## src/rtl/imm_pack_pkg.sv

```systemverilog
// Shared definitions for the immediate packer: extender op codes, FSM encoding
// and the classifier result payload.
package imm_pack_pkg;

    localparam int unsigned VAL_W = 32;
    localparam int unsigned IMM_W = 16;
    localparam int unsigned EOP_W = 2;

    localparam logic [EOP_W-1:0] EOP_SIGN = 2'b00;
    localparam logic [EOP_W-1:0] EOP_ZERO = 2'b01;
    localparam logic [EOP_W-1:0] EOP_LUI  = 2'b10;
    localparam logic [EOP_W-1:0] EOP_BR   = 2'b11;

    localparam logic [1:0] ST_IDLE    = 2'd0;
    localparam logic [1:0] ST_SEND_HI = 2'd1;
    localparam logic [1:0] ST_SEND_LO = 2'd2;

    typedef enum logic [1:0] {
        IDLE    = ST_IDLE,
        SEND_HI = ST_SEND_HI,
        SEND_LO = ST_SEND_LO
    } state_t;

    typedef struct packed {
        logic [EOP_W-1:0] eop;
        logic [IMM_W-1:0] imm;
        logic             two_beat;
        logic [IMM_W-1:0] lo_imm;
        logic             err;
    } class_t;

endpackage

```

## src/rtl/imm_pack_classify.sv

```systemverilog
// Combinational classifier: picks the cheapest extender encoding for a value,
// or the branch encoding with an encodability flag.
module imm_classify
    import imm_pack_pkg::*;
(
    input  logic [VAL_W-1:0] value,
    input  logic             mode,
    output class_t           res
);

    always_comb begin
        res        = '0;
        res.eop    = EOP_SIGN;
        res.imm    = value[15:0];
        res.lo_imm = value[15:0];
        if (mode) begin
            res.eop = EOP_BR;
            res.imm = value[17:2];
            res.err = (value[1:0] != 2'b00) ||
                      !((value[31:17] == '0) || (value[31:17] == '1));
        end else if ((value[31:15] == '0) || (value[31:15] == '1)) begin
            res.eop = EOP_SIGN;
        end else if (value[31:16] == '0) begin
            res.eop = EOP_ZERO;
        end else if (value[15:0] == '0) begin
            res.eop = EOP_LUI;
            res.imm = value[31:16];
        end else begin
            // lui of the high half first; the low half follows as a zero-extended ori
            res.eop      = EOP_LUI;
            res.imm      = value[31:16];
            res.two_beat = 1'b1;
        end
    end

endmodule

```

## src/rtl/imm_pack.sv

```systemverilog
// Immediate packer: splits a constant or branch offset into one or two
// (imm16, EOp) beats behind a registered valid/ready output stage.
module imm_pack
    import imm_pack_pkg::*;
(
    input  logic             clk,
    input  logic             reset,
    input  logic             in_valid,
    output logic             in_ready,
    input  logic [VAL_W-1:0] in_value,
    input  logic             in_mode,
    output logic             out_valid,
    input  logic             out_ready,
    output logic [IMM_W-1:0] out_imm,
    output logic [EOP_W-1:0] out_eop,
    output logic             out_last,
    output logic             out_err
);

    state_t           state;
    logic [IMM_W-1:0] lo_imm;
    class_t           cls;
    logic             accept;

    imm_classify u_classify (
        .value (in_value),
        .mode  (in_mode),
        .res   (cls)
    );

    // A new request may enter when idle or as the final beat leaves
    assign in_ready = (state == IDLE) || (out_valid && out_ready && out_last);
    assign accept   = in_valid && in_ready;

    always_ff @(posedge clk) begin
        if (reset) begin
            state     <= IDLE;
            out_valid <= 1'b0;
            out_imm   <= '0;
            out_eop   <= EOP_SIGN;
            out_last  <= 1'b0;
            out_err   <= 1'b0;
            lo_imm    <= '0;
        end else if (accept) begin
            out_valid <= 1'b1;
            out_imm   <= cls.imm;
            out_eop   <= cls.eop;
            out_last  <= !cls.two_beat;
            out_err   <= cls.err;
            lo_imm    <= cls.lo_imm;
            state     <= cls.two_beat ? SEND_HI : SEND_LO;
        end else begin
            // SEND_LO presents any last beat, single or second of two
            case (state)
                SEND_HI: begin
                    if (out_ready) begin
                        out_imm  <= lo_imm;
                        out_eop  <= EOP_ZERO;
                        out_last <= 1'b1;
                        out_err  <= 1'b0;
                        state    <= SEND_LO;
                    end
                end
                SEND_LO: begin
                    if (out_ready) begin
                        out_valid <= 1'b0;
                        state     <= IDLE;
                    end
                end
                default: ;
            endcase
        end
    end

endmodule

```

## config.mk

```make
export PLATFORM = sky130hd
export DESIGN_NAME = imm_pack
export DESIGN_NICKNAME = d
export VERILOG_FILES = /design/src/rtl/imm_pack_pkg.sv /design/src/rtl/imm_pack_classify.sv /design/src/rtl/imm_pack.sv
export SDC_FILE = /design/constraint.sdc
export NUM_CORES = 1
export LEC_CHECK = 0
export CELL_PAD_IN_SITES_DETAIL_PLACEMENT = 2
export CELL_PAD_IN_SITES_GLOBAL_PLACEMENT = 2
export CORE_ASPECT_RATIO = 1.4
export CORE_MARGIN = 2
export CORE_UTILIZATION = 29
export CTS_BUF_LIST = sky130_fd_sc_hd__clkbuf_4
export DETAILED_ROUTE_END_ITERATION = 8
export GPL_TIMING_DRIVEN = 0
export HOLD_SLACK_MARGIN = 0.12
export PLACE_DENSITY = 0.86
export SYNTH_ARGS = -nofsm -noshare
export SYNTH_HDL_FRONTEND = slang
export SYNTH_SLANG_ARGS = --single-unit
```

## constraint.sdc

```tcl
create_clock -name clk -period 2.05 [get_ports clk]
set_input_delay 0.205 -clock clk [delete_from_list [all_inputs] [get_ports clk]]
set_output_delay 0.205 -clock clk [all_outputs]
set_load 0.03 [all_outputs]
```

Yosys cells after proc, flatten, opt, wreduce, memory -nomap -nowiden
Index checks and enable logic that the tools add are counted.
- bits in registers: 39
- bits in latches: 0
- memory bits (writable): 0
- memory bits (read-only): 0
- input port bits: 37
- logic and storage cells: 62
- memories: 0
- add/subtract/negate cells: 0
- multipliers: 0
- div/mod/pow operators: 0
- order comparisons: 0
- equality and inequality tests: 6
- shift-type cells: 0
- mux-type cells: 27
- bitwise operators: 0
- reduce and logical (&&, ||, !) cells: 22
- operators with widths (kind ; number):
    $mux 16 ; 3
    $mux 17 ; 2
    $logic_not 16->1 ; 2
    $mux 18 ; 1
    $mux 2 ; 9
    $eq 17x17->1 const B ; 1
    $logic_not 17->1 ; 1
    $eq 15x15->1 const B ; 1
    $logic_not 15->1 ; 1
    $mux 1 ; 11
    $reduce_bool 2->1 ; 4
    $ne 3x3->1 const B ; 2
    $logic_or 1x1->1 ; 4
    $pmux 2 s2 ; 1
    $reduce_and 2->1 ; 2
    $logic_and 1x1->1 ; 3
    $reduce_and 3->1 ; 1
    $reduce_bool 3->1 ; 1
    $eq 2x1->1 const B ; 1
    $eq 2x2->1 const B ; 1
    $logic_not 1->1 ; 2
    $logic_not 2->1 ; 1

Depth between registers and ports, before layout
- depth after elaboration: 7
- gate-level depth with buffers: 7
- mapped depth without buffers: 5

Cells and area by module
From an unflattened synthesis, not the netlist that was laid out.
- cells, all modules: 298
- area, all modules: 2489.9 µm²
- by module, submodules not included (module ; times used ; cells an instance ; area each (µm²)):
    imm_pack ; 1 ; 187 ; 1780.5
    imm_classify ; 1 ; 111 ; 709.4

Worst setup path before layout
Ideal clock, no wire load.
- path type: flip-flop to flip-flop
- from: register out_valid
- to: register out_err
- library setup time: 0.070 ns
- arrival: 1.748 ns
- path slack: 0.231 ns
- cell stages (with the launch flop): 8
- clock period less this slack: 1.819 ns
- cell sequence: dfxtp_1 > and3_1 > o21ai_1 > buf_2 > buf_2 > buf_2 > nand3_1 > a21oi_1
- longest elaborated chain between the ends: 6
- elaborated cells on any way between the ends: 8
- classes of those cells: mux (1); reduce/logical (7)
- ends and longest elaborated chain (item ; RTL line ; RTL):
    start: declaration ; imm_pack.sv:12 ; output logic out_valid,
    start signal: assignment ; imm_pack.sv:38 ; out_valid <= 1'b0;
    start signal: assignment ; imm_pack.sv:45 ; out_valid <= 1'b1;
    start signal: assignment ; imm_pack.sv:66 ; out_valid <= 1'b0;
    $logic_and 1x1->1 * (2 in series) ; imm_pack.sv:32 ; assign in_ready = (state == IDLE) || (out_valid && out_ready && out_last);
    $logic_or 1x1->1 * ; imm_pack.sv:32 ;
    $logic_and 1x1->1 * ; imm_pack.sv:33 ; assign accept = in_valid && in_ready;
    $reduce_bool 2->1 (no source line) ; - ;
    $reduce_and 2->1 (no source line) ; - ;
    end signal: assignment ; imm_pack.sv:49 ; out_err <= cls.err;
    end: declaration ; imm_pack.sv:17 ; output logic out_err
Mark *: on every way between the ends. The rest lies on a longest branch, timed or not.
A chain may end at the register's enable or synchronous reset.

Worst setup path after layout
- from: input in_value[26]
- to: register out_imm[13]
- longest elaborated chain between the ends: 5
- elaborated cells on any way between the ends: 8
- classes of those cells: eq/ne (1); mux (4); reduce/logical (3)
- ends and longest elaborated chain (item ; RTL line ; RTL):
    start: declaration ; imm_pack.sv:10 ; input logic [VAL_W-1:0] in_value,
    $eq 17x17->1, or another cell as far along ; imm_pack_classify.sv:21 ; end else if ((value[31:15] == '0) || (value[31:15] == '1)) begin
    $logic_or 1x1->1 / $mux 17 (equally long branches) ; imm_pack_classify.sv:21, imm_pack_classify.sv:23 ;
    $mux 17 * ; imm_pack_classify.sv:21 ;
    $mux 18 * ; imm_pack_classify.sv:16 ; if (mode) begin
    $mux 16 * ; imm_pack.sv:44 ; end else if (accept) begin
    end signal: assignment ; imm_pack.sv:46 ; out_imm <= cls.imm;
    end signal: assignment ; imm_pack.sv:57 ; out_imm <= lo_imm;
    end: declaration ; imm_pack.sv:14 ; output logic [IMM_W-1:0] out_imm,
Marked as above.

==> results.cfg <==
[clock_network]
cts_sinks = 39
clockBufferDepth = 2
clk_latency_ns = 0.35
cts_tree = built
clk_pin_slew_ns = 0.12
cts_buffers = 5
htreeDepth = 2
holdBufCountCts = 0
cts-root-buf = clkbuf_4

[logic_synthesis]
synth.distinct_cells = 38
yosys.area_share.simple = 0.239
synth_top_family_by_area = simple AND/OR/NAND/NOR gates
syn_area_um2 = 2160
synth_seq_area_share = 0.361
synth_flop_cell = dfxtp_1
synth-seq-cells = 39
synth_fp_nets = 292
synth_edf_count = 0
postSynthAreaPerCell_um2 = 8.47
synth-async-reset-ratio = 0
synthCells = 255
yosys_warnings = 0
muxShareOfSynthArea = 0.142
synth_fa_ha_area_frac = 0
synth_compound_area_frac = 0.204
synth_xor_area_frac = 0

[drt]
post_drt_wl_per_cell_um = 20.1
drtIter0Drc = 73
firstDrtPassIters = 4
drc_errors = 0
wl_um = 8430
final_antenna_net_count = 0
vias_per_cell = 5.60
via_count = 2347

[power_and_ir_drop]
report.power.total_mw = 1.90
swShare = 0.340
combinationalPowerShare = 0.326
ir_drop_mv = 0.227
power.leakage_nw = 1.28
p_seq_frac = 0.455
pwr-share-clk = 0.219
switchingPower_mw = 0.646
powerDensity_nw_per_um2 = 635
internal-power_mw = 1.25

[cells_and_area]
layout-drive-gt1-share = 0.149
final_area_um2 = 2990
synthToLayoutAreaGrowth_pct = 38.5
utilization = 0.412
antenna_cells = 0
fin_nets = 358

[floorplanning]
core_um2 = 7270
die_h_um = 106
initial_utilization = 0.297
die_x_um = 77.0
io_pins = 59
rows = 37
die_area_um2 = 8170

[placed_design]
gp_congestion = 0.914
dp_hpwl_um = 6410
port-buffer-count = 57
postPlaceCellArea_um2 = 2850

[global_route]
grt_pass1_vias = 2573
grt_use_total = 0.208
gr-total-overflow = 0
grt_first_pass_wirelength_um = 13300
grt_max_degree = 12
grt_antenna_before_repair = 0

[timing]
setup-violations-final = 0
hold_violations = 0
relSlewSlack = 0.553
skew_ns = 0.00803
timing.fmax_mhz = 503
rsz0062_at_grt = no
worst_hold_slack_ns = 0.189
slew_viol_final = 0
worst_pin_slew_ns = 0.671
period_minus_slack_ns = 1.99
timing.final.crit_share = 0.971

[job]
maxCapViolCount = 0

[worst_setup_path]
crit_fanout = 5
startpoint_type = input port
crit_path_end_kind = flop
crit_type = input port to flop
required_ns = 2.33
arrival_ns = 2.27

[outcome]
status = completed

[min_path]
hold_path.class = input port to flop
## per-stage QoR
step | TNS [ns] | cells | setup slack (ns)
4_1_cts | 0 | 418 | 0.0222
3_3_place_gp | -16.83 | 409 | -0.517
6_report | 0 | 419 | 0.0602
5_1_grt | 0 | 419 | 0.00932
3_5_place_dp | -19.21 | 409 | -0.586
2_1_floorplan | 0 | 255 | 0.231
## metal layers
metal,global-route usage,share of wire,routed length (um)
met2,0.404,0.55,4650
met1,0.223,0.38,3240
met4,0.0766,0.025,212
met5,0,0,0
met3,0.0323,0.039,331
## layout make-up
type | count | area [um^2]
flip-flops and latches | 39 | 781
clock buffers | 7 | 52.6
multi-input cells | 193 | 1310
plain buffers | 21 | 123
well taps | 97 | 121
repair buffers | 59 | 591
fillers | 837 | 4280
clock inverters | 1 | 5.00
inverters | 2 | 7.51
## cells by family after synthesis
| family | Yosys count |
|---|---|
| flip-flops | 39 |
| multiplexers | 29 |
| buffers and inverters | 23 |
| AND/OR/NAND/NOR | 104 |
| AO/OA/AOI/OAI | 60 |
## flip-flops by register name (all words and copies together), names as in the netlist
name,cells
out_last,1
out_valid,1
state,2
out_imm,16
out_eop,2
lo_imm,16
out_err,1
## worst max-delay path, stage by stage
cell             delay [ns]
clkdlybuf4s50_1        0.47
or4_4                  0.47
nor4_4                 0.34
mux2i_4                0.16
or4b_4                 0.52
nand3_1                0.11
## what timing repair did
action | in CTS | in global routing
gates resized for setup | 14 | 17
pin swaps | 2 | 3
setup buffers | 1 | 0
setup endpoints to repair | 38 | 37
cloned | 0 | 1
## power by group through the flow
stage	combinational (mW)	sequential [mW]	clock, mW
3_3_place_gp	0.593	0.880	0
4_1_cts	0.615	0.865	0.439
5_1_grt	0.663	0.874	0.458
2_1_floorplan	0.251	0.957	0
6_report	0.619	0.865	0.416
3_5_place_dp	0.608	0.882	0
## path summary, 6_finish.rpt
path,depth (start not counted),slack (ns),endpoint,from
max,6,0.06,out_imm[13]$_SDFFE_PP0P_,in_value[26]
min,2,0.19,out_imm[9]$_SDFFE_PP0P_,in_value[25]
max reg2reg,6,0.17,out_imm[11]$_SDFFE_PP0P_,state[1]$_SDFFE_PP0P_
min reg2reg,2,0.47,lo_imm[1]$_SDFFE_PP0P_,lo_imm[1]$_SDFFE_PP0P_
## synthesized netlist by cell type (3+ instances only)
master    count  area (um^2)
nand3_1       6         30.0
clkbuf_1     13         48.8
nor4_1        5         31.3
a21oi_1      24          120
mux2i_1      17          170
buf_2         5         25.0
nand4_1       8         50.1
buf_6         3         33.8
a211o_1       3         26.3
dfxtp_1      39          781
nand2_1      59          221
nor2_1        9         33.8
or4b_1        3         30.0
o32ai_1      11         96.3
a41o_1       11          110
mux2_2       11          124
## cell usage in the layout, fill, tap and decap left out, types with 3 or more instances in the layout
cell type,netlist,routed
clkdlybuf4s50_1,0,45
a21oi_1,24,24
mux2i_1,17,17
clkbuf_2,0,4
dlymetal6s2s_1,0,6
nand4_1,8,8
dfxtp_1,39,39
clkbuf_1,13,9
nor2_1,9,7
nand3_1,6,6
a211o_1,3,3
or4_4,2,3
clkbuf_4,0,10
mux2_2,11,11
a41o_1,11,11
dlygate4sd2_1,0,6
buf_6,3,3
nand2_1,59,59
o32ai_1,11,10
nor4_1,5,5
Power figures use the tool's default switching activity.
